**src/rtl/sort_control.sv**
```systemverilog
// Sequencer for an in-place ascending bubble sort over a single-bus element datapath.
// Drives memory address, per-cycle bus strobes and a start/busy/done handshake.
module sort_control #(
  parameter int DEPTH  = 16,
  parameter int ADDR_W = 4
) (
  input  logic              clock,
  input  logic              reset,
  input  logic              start,
  input  logic              greater_out,
  output logic [ADDR_W-1:0] address,
  output logic              memory_drive,
  output logic              memory_write,
  output logic              a_write,
  output logic              a_drive,
  output logic              b_write,
  output logic              b_drive,
  output logic              busy,
  output logic              done,
  output logic [ADDR_W-1:0] pass_count
);

  typedef enum logic [3:0] {
    IDLE,
    PASS_START,
    READ_A,
    READ_B,
    COMPARE,
    SWAP_A,
    SWAP_B,
    ADVANCE,
    PASS_END,
    DONE
  } state_t;

  localparam logic [ADDR_W-1:0] LAST_J = ADDR_W'(DEPTH - 2);

  state_t            state, state_next;
  logic [ADDR_W-1:0] p, p_next;
  logic [ADDR_W-1:0] j, j_next;
  logic              swapped, swapped_next;
  logic [ADDR_W-1:0] pass_count_next;
  logic [ADDR_W-1:0] j_plus_one;

  // j never exceeds DEPTH-2, so j+1 cannot wrap in ADDR_W bits
  assign j_plus_one = j + ADDR_W'(1);

  always_ff @(posedge clock or negedge reset) begin
    if (!reset) begin
      state      <= IDLE;
      p          <= '0;
      j          <= '0;
      swapped    <= 1'b0;
      pass_count <= '0;
    end else begin
      state      <= state_next;
      p          <= p_next;
      j          <= j_next;
      swapped    <= swapped_next;
      pass_count <= pass_count_next;
    end
  end

  always_comb begin
    state_next      = state;
    p_next          = p;
    j_next          = j;
    swapped_next    = swapped;
    pass_count_next = pass_count;
    address         = '0;
    memory_drive    = 1'b0;
    memory_write    = 1'b0;
    a_write         = 1'b0;
    a_drive         = 1'b0;
    b_write         = 1'b0;
    b_drive         = 1'b0;
    busy            = (state != IDLE);
    done            = 1'b0;

    case (state)
      IDLE: begin
        if (start) begin
          state_next      = PASS_START;
          p_next          = '0;
          pass_count_next = '0;
        end
      end
      PASS_START: begin
        j_next       = '0;
        swapped_next = 1'b0;
        state_next   = READ_A;
      end
      READ_A: begin
        address      = j;
        memory_drive = 1'b1;
        a_write      = 1'b1;
        state_next   = READ_B;
      end
      READ_B: begin
        address      = j_plus_one;
        memory_drive = 1'b1;
        b_write      = 1'b1;
        state_next   = COMPARE;
      end
      COMPARE: begin
        // strict compare keeps equal elements in place
        state_next = greater_out ? SWAP_A : ADVANCE;
      end
      SWAP_A: begin
        address      = j;
        b_drive      = 1'b1;
        memory_write = 1'b1;
        swapped_next = 1'b1;
        state_next   = SWAP_B;
      end
      SWAP_B: begin
        address      = j_plus_one;
        a_drive      = 1'b1;
        memory_write = 1'b1;
        state_next   = ADVANCE;
      end
      ADVANCE: begin
        if (j == LAST_J - p) begin
          state_next = PASS_END;
        end else begin
          j_next     = j_plus_one;
          state_next = READ_A;
        end
      end
      PASS_END: begin
        pass_count_next = pass_count + ADDR_W'(1);
        if (!swapped || p == LAST_J) begin
          state_next = DONE;
        end else begin
          p_next     = p + ADDR_W'(1);
          state_next = PASS_START;
        end
      end
      DONE: begin
        done       = 1'b1;
        state_next = IDLE;
      end
      default: state_next = IDLE;
    endcase
  end

endmodule
```
**config.mk**
```make
export PLATFORM = sky130hd
export DESIGN_NAME = sort_control
export DESIGN_NICKNAME = d
export VERILOG_FILES = /design/src/rtl/sort_control.sv
export SDC_FILE = /design/constraint.sdc
export NUM_CORES = 1
export LEC_CHECK = 0
export CAP_MARGIN = 10
export CORE_MARGIN = 3
export CORE_UTILIZATION = 40
export DETAILED_ROUTE_END_ITERATION = 16
export GPL_TIMING_DRIVEN = 0
export HOLD_SLACK_MARGIN = 0.15
export PLACE_DENSITY_LB_ADDON = 0.05
export SYNTH_ARGS = -nofsm -noshare
export SYNTH_HDL_FRONTEND = slang
export SYNTH_SLANG_ARGS = --single-unit
```
**constraint.sdc**
```tcl
create_clock -name clock -period 3.2 [get_ports clock]
set_clock_uncertainty 0.15 [all_clocks]
set_input_delay 0.32 -clock clock [delete_from_list [all_inputs] [get_ports clock]]
set_output_delay 0.32 -clock clock [all_outputs]
set_load 0.05 [all_outputs]
```
==> out/qor.csv <==
metric,value,unit
crit_fanout,10,
pre_cts_slack,0.447,ns
async_reset_ff_frac,1.00,
synth.top_cell.area_share,0.369,
start_util,0.441,
grt_max_degree,18,
io_pins,20,
antenna_left,0,
r2r_end,j[2],
synth_edf_count,0,
synth_warnings,0,
drt-initial-drc-count,67,
htree_num_levels,1,
slowest_stage,clkdlybuf4s50_1,
fmax,0.344,GHz
ctsResizeCount,0,
yosysMostFrequentCell,nor2_1,
cap_violations,0,
min_period,2.91,ns
critPathCaptureType,primary output,
timing.final.max_slew_violations,0,
met3_length,178,um
firstDrtPassIters,4,
overflow,0,
cts_sinks,17,
min_path_type,input port to async pin,
die_y,59.7,um
ys.flop_type,dfrtp_1,
yosys-top-cells-area,"dfrtp_1, o21ai_0, nor2_1",
finalHoldViolations,0,
clk_latency,0.30,ns
endpoint,memory_write,
power_leakage,0.637,nW
peakVddDrop,0.000618,V
gp_congestion,0.843,
io_buffer_count,19,
cts.clk_slew.worst_paths,0.11,ns
layout-drive-gt1-share,0.0606,
tns,0,ns
cts_made_buffers,3,
ys_ff_latch,17,
diodes,0,
fin_cells,195,
required,2.73,ns
remaining_drc_errors,0,
grt_pass1_vias,1062,
max_stage_delay,0.82,ns
placementRows,18,
syn_nets,150,
yosys.area.top_type,dfrtp_1,
routed_wl,2830,um
slew-limit-headroom,0.482,
tightest_slew,0.774,ns
worst_ep_arrival_time,2.44,ns
ff2ff_setup_slack,1.17,ns
path_cells,buf_1 > nand2b_1 > a21oi_1 > clkdlybuf4s50_1,
synth_common_cells,"nor2_1, dfrtp_1, nand2_1, o21ai_0",
met1_length,1340,um
n_fill_cell,263,
fp.dieW,59.7,um
startpoint_type,flip-flop,
root_buffer,clkbuf_4,
dp.cells,191,
hpwl,2120,um
powerDensity,1160,nW/um2
yosysSeqAreaShare,0.369,
post_drt_wl_per_cell,14.5,um
vias,1109,
antenna_found_initial,0,
ys_types,36,
status,completed,
timing.rr.start,p[0],
grt_pass1_wl,4860,um
area_growth,23.0,%
via_per_inst,5.69,
cts_tree,built,
final-setup-viol-count,0,
netlist_instances,142,
criticalPathCategory,flip-flop to primary output,
design.die.area,3560,um2
route.met2.wl,1300,um
rsz0062_at_grt,no,
routed.top_layer,met4,
track_usage,0.178,
finalWorstSetupSlack,0.294,ns
hold_buffers,0,
period_share,0.908,
clockBufferDepth,2,
post-cts-setup-buffers,0,
reg2regPathDepth,6,
netlist_area,1150,um2
final_nets,174,
syn_avg_cell_area,8.12,um2
startpoint,state[0],
coreArea,2610,um2
[cell usage in the layout, fill, tap and decap left out, types with 2 or more instances in the layout]
cell type / synthesis / layout
xor2_1: 2 / 2
xnor2_1: 5 / 5
a22oi_1: 4 / 4
nand2b_1: 3 / 3
a21oi_1: 4 / 4
nand2_1: 17 / 17
nor2_1: 18 / 18
dfrtp_1: 17 / 17
nand3_1: 9 / 9
o211ai_1: 2 / 2
o2bb2ai_1: 2 / 2
a31oi_1: 3 / 3
clkbuf_1: 3 / 3
o21ai_0: 15 / 15
clkdlybuf4s50_1: 0 / 15
nor2b_1: 2 / 2
inv_1: 9 / 9
clkbuf_4: 0 / 3
ha_1: 4 / 4
nor3_1: 3 / 3
dlymetal6s2s_1: 0 / 4
o22ai_1: 3 / 3
[registers in the layout, indices dropped and copies added, names as in the netlist]
signal      cells
j               4
p               4
swapped         1
pass_count      4
state           4
[cell families (layout without fill, tap and decap cells)]
logic type | Yosys count | in the layout | synth area share
simple gates | 58 | 58 | 0.231
compound gates | 40 | 40 | 0.227
flops | 17 | 17 | 0.369
buf+inv | 14 | 37 | 0.0467
xor+xnor | 8 | 8 | 0.0738
fa+ha+maj | 5 | 5 | 0.0521
[per-layer routing]
metal	vias to the layer above	global-route usage
met1	513	0.249
met2	45	0.279
met4	0	0.0316
met5	-	0
met3	2	0.0454
li1	549	-
[report_power, final]
group	switching [W]	leakage (nW)	total, W	internal (W)
clock	0.0000697	0.0177	0.000116	0.0000465
sequential	0.000122	0.220	0.000426	0.000304
combinational	0.000713	0.399	0.00110	0.000382
[critical path, delay by kind of cell (launching register included)]
kind / cells / cell delay [ns]
compound gates: 1 / 0.21
simple gates: 1 / 0.28
flops: 1 / 0.43
buf+inv: 2 / 1.22
[stage by stage]
step           power, W  hold WS [ns]  instance area, um2   util
6_report        0.00164         0.311                1420  0.543
5_1_grt         0.00177         0.361                1420  0.543
4_1_cts         0.00165         0.336                1410  0.539
3_5_place_dp    0.00152         0.359                1380  0.528
3_3_place_gp    0.00151         0.346                1380  0.528
2_1_floorplan   0.00121        -0.126                1150      -
[worst min path at each step]
stage,endpoint,slack [ns],cells after the start
after floorplan,j[0],-0.13,0
after global placement,pass_count[2],0.35,1
after detailed placement,pass_count[2],0.36,1
after CTS,pass_count[2],0.34,1
after global routing,pass_count[0],0.36,1
final,pass_count[2],0.31,1
[layout make-up]
class	instances	area [um2]	share of cell area
inverter	9	33.8	0.0238
sequential	17	425	0.300
clock buffer	3	22.5	0.0159
multi-input combinational	111	673	0.475
tap	30	37.5	0.0265
clock inverter	1	5.00	0.00353
timing repair buffer	19	200	0.141
buffer	5	20.0	0.0141
Power figures use the tool's default switching activity.
